[src/rtl/pte_ad_update_unit.sv]
// PTE Accessed/Dirty update engine: sets A/D in a leaf PTE and writes it back to memory.
// Define PTE_AD_CAS_EN to make the writeback a compare-and-swap with bounded retry.
module pte_ad_update_unit #(
   parameter int PTE_W     = 32,
   parameter int PADDR_W   = 34,
   parameter int BIT_A     = 6,
   parameter int BIT_D     = 7,
   parameter int MAX_RETRY = 3
) (
   input  logic               clk,
   input  logic               rst_n,
   input  logic               req_valid_i,
   output logic               req_ready_o,
   input  logic [PADDR_W-1:0] req_addr_i,
   input  logic [PTE_W-1:0]   req_pte_i,
   input  logic               req_set_a_i,
   input  logic               req_set_d_i,
   output logic               mem_req_valid_o,
   input  logic               mem_req_ready_i,
   output logic [PADDR_W-1:0] mem_req_addr_o,
   output logic [PTE_W-1:0]   mem_req_data_o,
   output logic [PTE_W-1:0]   mem_req_cmp_o,
   input  logic               mem_rsp_valid_i,
   input  logic               mem_rsp_err_i,
   input  logic [PTE_W-1:0]   mem_rsp_data_i,
   output logic               done_valid_o,
   input  logic               done_ready_i,
   output logic [PTE_W-1:0]   done_pte_o,
   output logic               done_wrote_o,
   output logic               done_err_o
);

   typedef enum logic [1:0] {IDLE, WRITE, WAIT_RSP, DONE} state_t;

   state_t             state, next_state;
   logic [PADDR_W-1:0] addr_q;
   logic [PTE_W-1:0]   base_q;
   logic [PTE_W-1:0]   new_q;
   logic [PTE_W-1:0]   done_pte_q;
   logic               done_wrote_q;
   logic               done_err_q;
   logic [PTE_W-1:0]   acc_new;

   // Returns the PTE with A/D forced as the access demands; equal to the input when nothing is needed.
   function automatic logic [PTE_W-1:0] ad_update(input logic [PTE_W-1:0] pte,
                                                   input logic set_a, input logic set_d);
      logic [PTE_W-1:0] result;
      result = pte;
      if ((set_a | set_d) & ~pte[BIT_A]) result[BIT_A] = 1'b1;
      if (set_d & ~pte[BIT_D]) result[BIT_D] = 1'b1;
      return result;
   endfunction

   assign acc_new = ad_update(req_pte_i, req_set_a_i, req_set_d_i);

`ifdef PTE_AD_CAS_EN
   localparam int RW = (MAX_RETRY > 0) ? $clog2(MAX_RETRY + 1) : 1;
   logic [RW-1:0]    retry_q;
   logic             set_a_q, set_d_q;
   logic [PTE_W-1:0] rsp_new;
   logic             cas_retry;

   // A mismatching CAS retries only while the fresh memory value is valid, still needs work and budget remains.
   assign rsp_new   = ad_update(mem_rsp_data_i, set_a_q, set_d_q);
   assign cas_retry = !mem_rsp_err_i && (mem_rsp_data_i != base_q) && mem_rsp_data_i[0] &&
                      (rsp_new != mem_rsp_data_i) && (retry_q != RW'(MAX_RETRY));
`else
   localparam int unused_max_retry = MAX_RETRY;
   logic unused_rsp_data;
   assign unused_rsp_data = ^mem_rsp_data_i;
`endif

   always_ff @(posedge clk or negedge rst_n) begin
      if (!rst_n) state <= IDLE;
      else        state <= next_state;
   end

   always_comb begin
      next_state = state;
      case (state)
         IDLE: if (req_valid_i)
            next_state = (!req_pte_i[0] || acc_new == req_pte_i) ? DONE : WRITE;
         WRITE: if (mem_req_ready_i) next_state = WAIT_RSP;
         WAIT_RSP: if (mem_rsp_valid_i) begin
            next_state = DONE;
`ifdef PTE_AD_CAS_EN
            if (cas_retry) next_state = WRITE;
`endif
         end
         DONE: if (done_ready_i) next_state = IDLE;
         default: next_state = IDLE;
      endcase
   end

   // Job datapath: captured on acceptance, completion fields resolved when the response lands.
   always_ff @(posedge clk or negedge rst_n) begin
      if (!rst_n) begin
         addr_q       <= '0;
         base_q       <= '0;
         new_q        <= '0;
         done_pte_q   <= '0;
         done_wrote_q <= 1'b0;
         done_err_q   <= 1'b0;
`ifdef PTE_AD_CAS_EN
         retry_q      <= '0;
         set_a_q      <= 1'b0;
         set_d_q      <= 1'b0;
`endif
      end else begin
         case (state)
            IDLE: if (req_valid_i) begin
               addr_q       <= req_addr_i;
               base_q       <= req_pte_i;
               new_q        <= acc_new;
               done_pte_q   <= req_pte_i;
               done_wrote_q <= 1'b0;
               done_err_q   <= ~req_pte_i[0];
`ifdef PTE_AD_CAS_EN
               retry_q      <= '0;
               set_a_q      <= req_set_a_i;
               set_d_q      <= req_set_d_i;
`endif
            end
            WAIT_RSP: if (mem_rsp_valid_i) begin
               if (mem_rsp_err_i) begin
                  done_err_q <= 1'b1;
               end
`ifdef PTE_AD_CAS_EN
               else if (mem_rsp_data_i != base_q) begin
                  if (cas_retry) begin
                     retry_q <= retry_q + 1'b1;
                     base_q  <= mem_rsp_data_i;
                     new_q   <= rsp_new;
                  end else if (!mem_rsp_data_i[0]) begin
                     done_err_q <= 1'b1;
                     done_pte_q <= mem_rsp_data_i;
                  end else if (rsp_new == mem_rsp_data_i) begin
                     done_pte_q <= mem_rsp_data_i;
                  end else begin
                     done_err_q <= 1'b1;
                  end
               end
`endif
               else begin
                  done_wrote_q <= 1'b1;
                  done_pte_q   <= new_q;
               end
            end
            default: ;
         endcase
      end
   end

   always_comb begin
      req_ready_o     = 1'b0;
      mem_req_valid_o = 1'b0;
      mem_req_addr_o  = '0;
      mem_req_data_o  = '0;
      mem_req_cmp_o   = '0;
      done_valid_o    = 1'b0;
      done_pte_o      = '0;
      done_wrote_o    = 1'b0;
      done_err_o      = 1'b0;
      case (state)
         IDLE: req_ready_o = 1'b1;
         WRITE: begin
            mem_req_valid_o = 1'b1;
            mem_req_addr_o  = addr_q;
            mem_req_data_o  = new_q;
`ifdef PTE_AD_CAS_EN
            mem_req_cmp_o   = base_q;
`endif
         end
         DONE: begin
            done_valid_o = 1'b1;
            done_pte_o   = done_pte_q;
            done_wrote_o = done_wrote_q;
            done_err_o   = done_err_q;
         end
         default: ;
      endcase
   end

endmodule

[config.mk]
export PLATFORM = sky130hd
export DESIGN_NAME = pte_ad_update_unit
export DESIGN_NICKNAME = d
export VERILOG_FILES = /design/src/rtl/pte_ad_update_unit.sv
export SDC_FILE = /design/constraint.sdc
export NUM_CORES = 1
export LEC_CHECK = 0
export ABC_AREA = 1
export CAP_MARGIN = 15
export CORE_MARGIN = 5
export CORE_UTILIZATION = 28
export CTS_CLUSTER_DIAMETER = 40
export DETAILED_ROUTE_END_ITERATION = 10
export GPL_TIMING_DRIVEN = 1
export HOLD_SLACK_MARGIN = 0.06
export SYNTH_ARGS = -nofsm -noshare
export SYNTH_HDL_FRONTEND = slang
export SYNTH_SLANG_ARGS = --single-unit
[constraint.sdc]
create_clock -name clk -period 1.89 [get_ports clk]
set_clock_uncertainty 0.05 [all_clocks]
set_input_delay 0.2835 -clock clk [delete_from_list [all_inputs] [get_ports clk]]
set_output_delay 0.2835 -clock clk [all_outputs]
set_load 0.01 [all_outputs]
## After elaboration in Yosys (flattened, before gate mapping)

Index checks and enable logic that the tools add are counted.

- Flip-flop bits (word level): 102
- Output and inout bits: 135
- Logic and storage cells: 58
- Latch bits: 0
- Memory bits (read-only): 0
- Input bits: 107
- Memories: 0
- Memory bits (writable): 0

- Reductions and logical operators: 8
- $add $sub $neg: 0
- Mux-type cells: 28
- Magnitude comparators: 0
- Equal/unequal tests: 10
- Shift-type cells: 0
- Bitwise logic cells: 6
- Div/mod/pow operators: 0
- Multipliers: 0

Operator list:

| operator | count |
|---|---|
| 32-bit two-way mux | 5 |
| 32-bit one-hot mux with 2 select lines | 1 |
| 34-bit two-way mux | 1 |
| 1-bit two-way mux | 13 |
| 2-bit inequality test, second input constant | 6 |
| 4-bit AND reduction | 3 |
| 2-bit two-way mux | 5 |
| 2-bit one-hot mux with 4 select lines | 1 |
| 2-bit == test, second input constant | 2 |
| 1-bit one-hot mux with 2 select lines | 2 |
| 1-bit inverter | 3 |
| 1-bit bitwise AND | 2 |
| 2-bit by 1-bit == test with 1-bit output, second input constant | 1 |
| 2-bit == test | 1 |
| 2-bit logical NOT | 1 |
| 2-bit AND reduction | 1 |
| 2-bit nonzero test | 1 |
| 1-bit logical NOT | 1 |
| 1-bit logical OR | 1 |
| 1-bit bitwise OR | 1 |

## Logic depth before layout (Yosys ltp)

Gate-level depths: netlist of run 1.

- Depth after elaboration: 8
- Gate-level depth with buffers: 9

## Least setup slack after synthesis of run 1

No wires, ideal clock.

- Kind: register -> output
- Start point: register state[1]
- End point: output port mem_req_data_o[26]
- Path slack: 0.112 ns
- Cell stages (with the launch flop): 7
- Arrival: 1.445 ns
- Path buffers: 2
- Cells stage by stage: dfrtp_1 inv_1 ha_1 clkbuf_1 clkbuf_1 nand2_1 inv_1

- Longest elaborated chain between the ends: 2

Ends and longest elaborated chain:

| element | line | RTL |
|---|---|---|
| start: declaration | 35 | `state_t state, next_state;` |
| start signal: assignment | 75 | `else state <= next_state;` |
| 2-bit by 1-bit == test with 1-bit output | 164 | `case (state)` |
| 32-bit two-way mux | 164 |  |
| end: declaration | 21 | `output logic [PTE_W-1:0] mem_req_data_o,` |

Every way passes these cells.

## Worst setup path in the final report of run 1

- Start point: register state[0]
- End point: output port mem_req_addr_o[13]

- Longest elaborated chain between the ends: 2

Ends and longest elaborated chain:

| element | line | RTL |
|---|---|---|
| 2-bit by 1-bit == test with 1-bit output | 164 |  |
| 34-bit two-way mux | 164 |  |
| end: declaration | 20 | `output logic [PADDR_W-1:0] mem_req_addr_o,` |

Every way passes these cells.

==> flow_metrics.py, run 1 <==
metrics = {
    "clock_network": {
        "cts_made_buffers": 9,
        "cts_tree": "done",
        "path_clk_slew_ns": 0.07,
        "cts-root-buf": "clkbuf_16",
        "clock-sinks": 102,
        "ctsLongestPathBuffers": 2,
        "htree_levels": 3,
        "clk_latency_ns": 0.35,
    },
    "global_route": {
        "overflow": 0,
        "grt_use_met1_pct": 18.3,
        "grt_pass1_vias": 4872,
        "grt_max_degree": 44,
        "grt_pass1_wl_um": 25800,
        "global_route.usage.met2_pct": 24.4,
        "antenna_found_initial": 0,
        "grt.total_usage_pct": 14.7,
        "met3_usage_pct": 4.82,
        "gr-max-usage-layer": "met2",
    },
    "setup_path": {
        "criticalPathCategory": "flop to output pin",
        "worstRegToRegCells": 9,
        "crit_arrival_ns": 1.69,
        "cp_max_fo": 5,
        "cpLargestDelayFamily": "buffers and inverters",
        "slowest_delay_ns": 0.39,
        "critical_path_required_ns": 1.56,
        "cp.buffers_inverters": 6,
        "cp_slowest_cell": "dfrtp_1",
        "r2r_start": "state[0]$_DFFE_PN0P_",
        "rr_endpoint": "done_pte_q[16]$_DFFE_PN0P_",
        "crit_chain": "buf_6 > ha_4 > buf_12 > buf_12 > clkbuf_16 > nand2_2 > inv_2 > buf_6",
        "crit_path_start_kind": "flop",
        "cp-end-kind": "output pin",
        "reg2reg_slack_ns": 0.09,
    },
    "timing": {
        "rsz0062_at_grt": "yes",
        "finalSetupViolations": 29,
        "hold_viol": 0,
        "timing.final.crit_share_pct": 107,
        "fmax_mhz": 494,
        "worst_slack_ns": -0.136,
        "finalMaxSlewViolations": 0,
        "period_needed_ns": 2.03,
    },
    "power": {
        "power_frac_comb_pct": 56.3,
        "switchingPower_mw": 5.53,
        "p_clk_share_pct": 13.7,
        "leakagePower_nw": 4.76,
        "cellPowerDensity_nw_per_um2": 1610,
        "peakVddDrop_mv": 0.668,
        "switching_share_pct": 41.3,
        "pwr-share-seq_pct": 30.0,
        "p_int_mw": 7.87,
        "total_power_mw": 13.4,
    },
    "route": {
        "first_iter_violations": 188,
        "drc": 0,
        "drt-total-wl_um": 17000,
        "first_pass_iters": 4,
        "ant_nets": 0,
        "vias": 4863,
        "via_per_inst": 4.11,
        "wire_per_inst_um": 14.4,
    },
    "cells_and_area": {
        "multi_input_area_sq_um": 2300,
        "finish.instance_area_sq_um": 8300,
        "area_growth_pct": 52.5,
        "drive_above_1_share_pct": 31.8,
        "nNetsFinal": 1025,
        "fin_util_pct": 42.9,
        "final_common_cell": "nand2_1",
        "fill_cells": 2010,
        "final_cell_mix": "nand2_1 (201), inv_1 (109), dfrtp_1 (102)",
        "antenna_cells": 0,
        "seq_area_sq_um": 2550,
    },
    "place": {
        "postPlaceCellArea_sq_um": 7560,
        "dpl.hpwl_um": 11000,
        "gp_congestion": 0.759,
        "port_buffers": 177,
    },
    "logic_synthesis": {
        "syn_inst": 710,
        "synth_cell_types": 18,
        "synth_seq_area_share_pct": 46.9,
        "yosysTopAreaCellShare_pct": 46.9,
        "yosysWarnings": 0,
        "synth_top_cells_by_area": "dfrtp_1 (47%), nand2_1 (17%), inv_1 (9.6%), mux2_2 (7.0%), o21ai_0 (5.8%)",
        "synth_area_leader_cell": "dfrtp_1",
        "avgSynthCellArea_sq_um": 7.67,
        "synth_seq_cells": 102,
        "synth_area_sq_um": 5450,
    },
    "floorplan": {
        "initial_core_util_pct": 28.2,
        "num_rows": 51,
        "die_y_um": 149,
        "dieWidth_um": 149,
        "dieArea_sq_um": 22300,
        "core_area_sq_um": 19300,
        "pin_count": 242,
    },
    "run_status": {
        "status": "complete, but fails checks",
        "violations": "negative setup slack",
    },
    "worst_hold_path": {
        "hold_class": "primary input to async pin",
    },
    "flow_run": {
        "maxCapViolCount": 0,
    },
}
[power by group through the flow]
stage	registers, mW	clock network [mW]	logic (mW)
6_report	4.02	1.83	7.55
5_1_grt	4.16	2.01	8.39
4_1_cts	3.90	1.92	6.68
3_5_place_dp	3.93	0	6.27
3_3_place_gp	3.90	0	6.19
2_1_floorplan	3.76	0	3.72
[synth_stat cells (all sizes together)]
cell and number:
mux2 34, dfrtp 102, a21oi 4, clkbuf 19, conb 1, o21ai 63
nor2 7, or2 1, ha 4, inv 140, buf 50, nand2 250
nand3 35
[area by class of cell]
| class | instances | area share, % |
|---|---|---|
| Clock buffer | 11 | 3.04 |
| Multi-Input combinational cell | 431 | 27.7 |
| Inverter | 140 | 6.36 |
| Timing Repair Buffer | 230 | 27.7 |
| Clock inverter | 4 | 0.377 |
| Tap cell | 265 | 3.99 |
| Sequential cell | 102 | 30.7 |
[per-stage QoR]
stage / TNS (ns) / hold WS [ns] / worst slack (ns) / std cells
after floorplan: 0 / -0.0621 / 0.112 / 741
after global placement: -2.48 / 0.158 / -0.0879 / 1141
after detailed placement: -4.36 / 0.157 / -0.109 / 1141
after CTS: -4.12 / 0.317 / -0.119 / 1175
after global routing: -6.83 / 0.333 / -0.199 / 1183
final: -2.48 / 0.313 / -0.136 / 1183
[cell families (layout without fill, tap and decap cells)]
| logic type | count (synthesis) | in the layout | share of synthesized area (%) |
|---|---|---|---|
| muxes | 34 | 34 | 7.03 |
| and+or+nand+nor | 293 | 294 | 21.2 |
| other | 1 | 32 | 0.0689 |
| DFF | 102 | 102 | 46.9 |
| AOI/OAI and AO/OA | 67 | 67 | 6.36 |
| adders and majority gates | 4 | 4 | 0.919 |
| buffers and inverters | 209 | 385 | 17.6 |
[worst max-delay path by stage]
stage / start / end / slack [ns] / depth (start not counted)
2_1_floorplan: state[1]$_DFFE_PN0P_ / mem_req_data_o[26] / 0.11 / 6
3_3_place_gp: state[1]$_DFFE_PN0P_ / mem_req_data_o[0] / -0.09 / 6
3_5_place_dp: state[1]$_DFFE_PN0P_ / mem_req_addr_o[27] / -0.11 / 6
4_1_cts: state[0]$_DFFE_PN0P_ / mem_req_data_o[28] / -0.12 / 8
5_1_grt: state[0]$_DFFE_PN0P_ / mem_req_addr_o[13] / -0.20 / 8
6_report: state[0]$_DFFE_PN0P_ / mem_req_addr_o[13] / -0.14 / 8
[routing by layer]
| metal | wire length (um) | vias to the layer above |
|---|---|---|
| li1 | - | 2464 |
| met1 | 7410 | 2229 |
| met2 | 8000 | 156 |
| met3 | 1380 | 14 |
| met4 | 222 | 0 |
| met5 | 0 | - |
[repair_timing]
action                                  CTS  global route
endpoints found under the hold margin    19             0
setup buffers                            13             7
endpoints found under the setup margin  103           180
gates cloned                              5             5
hold buffers                              1             0
pin swaps                                 2            10
resized for setup                       431           142
[sequential cells by signal, summed over array words and instances, names as in the netlist]
| signal | cells |
|---|---|
| addr_q | 34 |
| done_err_q | 1 |
| done_pte_q | 32 |
| done_wrote_q | 1 |
| new_q | 32 |
| state | 2 |
No activity file was read; power rests on OpenSTA's default activity.
==> run 2, diff against run 1 <==
--- a/config.mk
+++ b/config.mk
@@ -10,8 +10,8 @@
 export CORE_MARGIN = 5
 export CORE_UTILIZATION = 28
 export CTS_CLUSTER_DIAMETER = 40
+export CTS_CLUSTER_SIZE = 25
 export DETAILED_ROUTE_END_ITERATION = 10
-export GPL_TIMING_DRIVEN = 1
 export HOLD_SLACK_MARGIN = 0.06
 export SYNTH_ARGS = -nofsm -noshare
 export SYNTH_HDL_FRONTEND = slang
==> results of run 2 <==
The final DEF is identical to that of run 1; final timing and power are the same.
